$ cat config.mk
export PLATFORM = sky130hd
export DESIGN_NAME = alu_issue
export DESIGN_NICKNAME = d
export VERILOG_FILES = /design/src/rtl/alu_pkg.sv /design/src/rtl/alu_issue_decode.sv /design/src/rtl/alu_issue.sv
export SDC_FILE = /design/constraint.sdc
export NUM_CORES = 1
export LEC_CHECK = 0
export CORE_ASPECT_RATIO = 0.75
export CORE_MARGIN = 2
export CORE_UTILIZATION = 55
export CTS_CLUSTER_SIZE = 10
export DETAILED_ROUTE_END_ITERATION = 10
export GPL_TIMING_DRIVEN = 0
export PLACE_DENSITY = 0.85
export SETUP_SLACK_MARGIN = 0.4
export SYNTH_ARGS = -nofsm -noshare
export SYNTH_HDL_FRONTEND = slang
export SYNTH_SLANG_ARGS = --single-unit
export TNS_END_PERCENT = 1
$ cat constraint.sdc
create_clock -name clk -period 2.1 [get_ports clk]
set_input_delay 0.42 -clock clk [delete_from_list [all_inputs] [get_ports clk]]
set_output_delay 0.42 -clock clk [all_outputs]
set_load 0.01 [all_outputs]
$ cat src/rtl/alu_pkg.sv
// Shared definitions for the ALU issue sequencer: opcodes, states, flag layout.
// Imported by alu_issue and alu_issue_decode.
package alu_pkg;

    localparam logic [7:0] OP_ADD_L = 8'h88;
    localparam logic [7:0] OP_ADD_M = 8'h89;
    localparam logic [7:0] OP_SUB_L = 8'h8C;
    localparam logic [7:0] OP_MUL_L = 8'h90;
    localparam logic [7:0] OP_MUL_M = 8'h91;
    localparam logic [7:0] OP_SETC  = 8'h04;
    localparam logic [7:0] OP_CLRC  = 8'h05;
    localparam logic [7:0] OP_INC   = 8'h02;
    localparam logic [7:0] OP_SETB  = 8'h60;
    localparam logic [7:0] OP_CLRB  = 8'h68;

    // Legal opcode ranges
    localparam logic [7:0] OP2_LO = 8'h88;
    localparam logic [7:0] OP2_HI = 8'h9F;
    localparam logic [7:0] OP1_LO = 8'h01;
    localparam logic [7:0] OP1_HI = 8'h0A;
    localparam logic [7:0] BIT_HI = 8'h6F;

    typedef enum logic [1:0] {
        IDLE,
        ISSUE,
        CAPTURE
    } state_t;

    // flags = {carry, zero, sign}
    localparam int FLAG_C = 2;
    localparam int FLAG_Z = 1;
    localparam int FLAG_S = 0;

endpackage

$ cat src/rtl/alu_issue_decode.sv
// Combinational opcode decoder.
// Ports: op in; legal, uses_literal, writes_w, writes_h out.
module alu_issue_decode
    import alu_pkg::*;
(
    input  logic [7:0] op,
    output logic       legal,
    output logic       uses_literal,
    output logic       writes_w,
    output logic       writes_h
);

    always_comb begin
        legal = ((op >= OP2_LO) && (op <= OP2_HI))
             || ((op >= OP1_LO) && (op <= OP1_HI))
             || ((op >= OP_SETB) && (op <= BIT_HI));
        // Even two-operand opcodes are the L-form variants
        uses_literal = op[7] & ~op[0];
        writes_w = legal && (op != OP_SETC) && (op != OP_CLRC);
        writes_h = (op == OP_MUL_L) || (op == OP_MUL_M);
    end

endmodule

$ cat src/rtl/alu_issue.sv
// Sequencer that issues one instruction to the registered ALU and writes back W/H/flags.
// Ports: valid/ready instruction input, rf write port, alu_* drive/return, w_reg/h_reg/flags/done/err.
module alu_issue
    import alu_pkg::*;
#(
    parameter int NREGS = 8,
    parameter int DW    = 8,
    localparam int IW   = $clog2(NREGS)
) (
    input  logic          clk,
    input  logic          rst,
    input  logic          instr_valid,
    output logic          instr_ready,
    input  logic [7:0]    instr_op,
    input  logic [DW-1:0] instr_lit,
    input  logic [IW-1:0] instr_reg,
    input  logic          rf_wr_en,
    input  logic [IW-1:0] rf_wr_addr,
    input  logic [DW-1:0] rf_wr_data,
    output logic          alu_enable,
    output logic [7:0]    alu_operation,
    output logic [DW-1:0] alu_op1,
    output logic [DW-1:0] alu_op2,
    output logic          alu_cpu_carry,
    input  logic [DW-1:0] alu_result_l,
    input  logic [DW-1:0] alu_result_h,
    input  logic          alu_carry,
    input  logic          alu_zero,
    input  logic          alu_sign,
    output logic [DW-1:0] w_reg,
    output logic [DW-1:0] h_reg,
    output logic [2:0]    flags,
    output logic          done,
    output logic          err
);

    state_t        state;
    logic [DW-1:0] rf [NREGS];
    logic          dec_legal;
    logic          dec_lit;
    logic          dec_w;
    logic          dec_h;
    logic          wb_w;
    logic          wb_h;
    logic          accept;

    assign instr_ready = (state == IDLE);
    assign accept      = instr_valid && instr_ready;

    alu_issue_decode u_dec (
        .op           (instr_op),
        .legal        (dec_legal),
        .uses_literal (dec_lit),
        .writes_w     (dec_w),
        .writes_h     (dec_h)
    );

    always_ff @(posedge clk or negedge rst) begin
        if (!rst) begin
            state         <= IDLE;
            rf            <= '{default: '0};
            w_reg         <= '0;
            h_reg         <= '0;
            flags         <= '0;
            done          <= 1'b0;
            err           <= 1'b0;
            alu_enable    <= 1'b0;
            alu_operation <= '0;
            alu_op1       <= '0;
            alu_op2       <= '0;
            alu_cpu_carry <= 1'b0;
            wb_w          <= 1'b0;
            wb_h          <= 1'b0;
        end else begin
            done <= 1'b0;
            err  <= 1'b0;
            // Operand read below sees the pre-write value at the same edge
            if (rf_wr_en) rf[rf_wr_addr] <= rf_wr_data;
            unique case (state)
                IDLE: begin
                    if (accept) begin
                        if (dec_legal) begin
                            state         <= ISSUE;
                            alu_enable    <= 1'b1;
                            alu_operation <= instr_op;
                            alu_op1       <= w_reg;
                            alu_op2       <= dec_lit ? instr_lit
                                                     : rf[instr_reg];
                            alu_cpu_carry <= flags[FLAG_C];
                            wb_w          <= dec_w;
                            wb_h          <= dec_h;
                        end else begin
                            done <= 1'b1;
                            err  <= 1'b1;
                        end
                    end
                end
                ISSUE: begin
                    state         <= CAPTURE;
                    alu_enable    <= 1'b0;
                    alu_operation <= '0;
                    alu_op1       <= '0;
                    alu_op2       <= '0;
                    alu_cpu_carry <= 1'b0;
                end
                CAPTURE: begin
                    if (wb_w) w_reg <= alu_result_l;
                    if (wb_h) h_reg <= alu_result_h;
                    flags <= {alu_carry, alu_zero, alu_sign};
                    done  <= 1'b1;
                    state <= IDLE;
                end
                default: state <= IDLE;
            endcase
        end
    end

endmodule

==> flow_summary.json <==
{
  "vdd_ir_drop_max_mv": 0.672,
  "yosysSeqAreaShare_pct": 58.5,
  "cts_num_sinks": 115,
  "ctsLongestPathBuffers": 2,
  "grt_overflow": 0,
  "routed_via_density": 5.93,
  "largest-register": "rf",
  "clock_latency_ns": 0.41,
  "postPlaceCellArea_sq_um": 6050,
  "firstDrtPassIters": 7,
  "worst_path_max_delay_cell": "clkdlybuf4s50_1",
  "largest_reg_flops": 64,
  "detail_route.wl_per_cell_um": 21.7,
  "dp.cells": 524,
  "hold_viol": 0,
  "synth-seq-cells": 115,
  "wl_mm": 12.0,
  "initial_core_util_pct": 57.4,
  "regToRegEndpoint": "h_reg[1]",
  "critPathTopFamily": "buffers and inverters",
  "arrival_ns": 1.36,
  "cp_num_buf_inv": 1,
  "fin_cells": 554,
  "hpwl_mm": 7.97,
  "yosys_warnings": 0,
  "synth_top_flop_cell": "dfrtp_1",
  "nets": 489,
  "antenna_cells": 0,
  "post-place-ws_ns": -0.358,
  "drt_first_iter_violations": 198,
  "slew_violations": 0,
  "async_flop_share_pct": 100,
  "cts_buffers": 17,
  "max_clock_freq_mhz": 563,
  "root_buffer": "clkbuf_16",
  "grt_pass1_wl_mm": 19.3,
  "synth_nets": 375,
  "grt_start_max_net_pins": 76,
  "synthCells": 322,
  "htree_levels": 4,
  "relSlewSlack_pct": 43.1,
  "remaining_drc_errors": 4,
  "place.gp.congestion": 0.783,
  "violations": "DRC",
  "netlist.top_cell.by_area": "dfrtp_1",
  "final_cell_area_sq_um": 6640,
  "period_needed_ns": 1.78,
  "grt_usage_pct": 26.9,
  "power_leakage_nw": 2.87,
  "worst_setup_path_start_kind": "flip-flop",
  "cap_violations": 0,
  "final_common_cell": "dfrtp_1",
  "antenna_found_initial": 0,
  "synthToLayoutAreaGrowth_pct": 35.0,
  "cp_slowest_stage_delay_ns": 0.56,
  "coreArea_sq_um": 8560,
  "cp.required_ns": 1.68,
  "synth_top_area_share_pct": 58.5,
  "cts_tree": "yes",
  "syn_area_per_cell_sq_um": 15.3,
  "synth_area_leaders": "dfrtp_1, mux2_2, mux4_2, a22o_1, mux2i_1",
  "rsz0062_at_grt": "yes",
  "ant_nets": 0,
  "crit_chain": "clkdlybuf4s50_1",
  "fin_ws_ns": 0.324,
  "final_cell_mix": "dfrtp_1, mux2_2, clkdlybuf4s50_1",
  "worst_pin_slew_ns": 0.849,
  "end_kind": "primary output",
  "skew_ns": 0.00558,
  "r2r_start": "state[1]",
  "crit_path_start": "w_reg[2]",
  "cp_max_fo": 3,
  "rows": 29,
  "grt_pass1_vias": 3563,
  "syn_area_sq_um": 4920,
  "rr_worst_depth": 4,
  "fp.dieArea_sq_um": 9720,
  "worst-setup-path-type": "flip-flop to primary output",
  "post-route-util_pct": 77.5,
  "outcome": "complete, but fails checks",
  "clk_pin_slew_ns": 0.05,
  "layout_worst_path_cycle_share_pct": 84.6,
  "vias": 3283,
  "rrSetupSlack_ns": 0.54,
  "drive_above_1_share_pct": 34.8,
  "io_pins": 101,
  "finalSetupViolCount": 0,
  "synth_edf_count": 0,
  "die_w_um": 113,
  "hold_path_class": "input pin to async pin",
  "numPortBuffers": 93,
  "yosysUniqueCellTypes": 30,
  "p_per_area_nw_per_um2": 1120,
  "die_height_um": 85.9
}
## final cells by class
class / instances / area (sq um)
repair buffers: 95 / 962
clock buffers: 25 / 526
fillers: 506 / 1920
clock inverters: 4 / 22.5
plain buffers: 18 / 126
multi-input cells: 187 / 1980
inverters: 2 / 7.51
flip-flops and latches: 115 / 2880
well taps: 108 / 135
## where the power goes
group          switching [mW]  internal, mW  leakage, nW
logic                   0.636          1.07         1.19
clock network           0.947          1.70        0.273
registers               0.311          2.75         1.40
## metal layers
layer / up-vias / share of wire, % / global-route usage (%)
met4: 0 / 1.9 / 10.5
met1: 1723 / 44 / 36.2
met2: 102 / 48 / 42.0
met5: - / 0 / 0
li1: 1436 / - / -
met3: 22 / 5.9 / 7.99
## timing repair
action / 4_1_cts / 5_1_grt
pin swaps: 0 / 4
endpoints found under the setup margin: 75 / 109
gates resized for setup: 7 / 17
hold buffers: 0 / 0
buffers inserted: 0 / 1
## cell usage after synthesis, drive strengths merged, types with 2 or more instances
cell and n:
nand2b 2, nor2 15, mux2i 8, inv 2, mux2 85, nor3 2
nand2 5, buf 9, dfrtp 115, clkbuf 9, nand4b 3, a31oi 2
nor3b 2, mux4 16, a22o 25, a21oi 10
## stage by stage
step | total power, mW | hold slack (ns) | TNS (ns)
2_1_floorplan | 3.87 | 0.124 | 0
5_1_grt | 7.71 | 0.0388 | 0
6_report | 7.41 | 0.00152 | 0
3_3_place_gp | 4.68 | 0.462 | -417.99
3_5_place_dp | 4.77 | 0.439 | -8.86
4_1_cts | 7.44 | 0.00805 | 0
## cell families after synthesis
| group | share of synthesized area, % |
|---|---|
| multiplexers | 28.4 |
| AO/OA/AOI/OAI | 6.34 |
| AND/OR/NAND/NOR | 4.63 |
| buffers and inverters | 2.09 |
| flip-flops | 58.5 |
## how the worst max path moves through the flow
stage	end	cells past startpoint	slack [ns]
4_1_cts	alu_operation[7]	7	0.17
5_1_grt	alu_op2[4]	7	0.27
3_3_place_gp	alu_enable	1	-3.58
2_1_floorplan	alu_cpu_carry	6	0.37
6_report	w_reg[2]	1	0.32
3_5_place_dp	alu_operation[7]	7	-0.36
No activity file was read; power rests on OpenSTA's default activity.
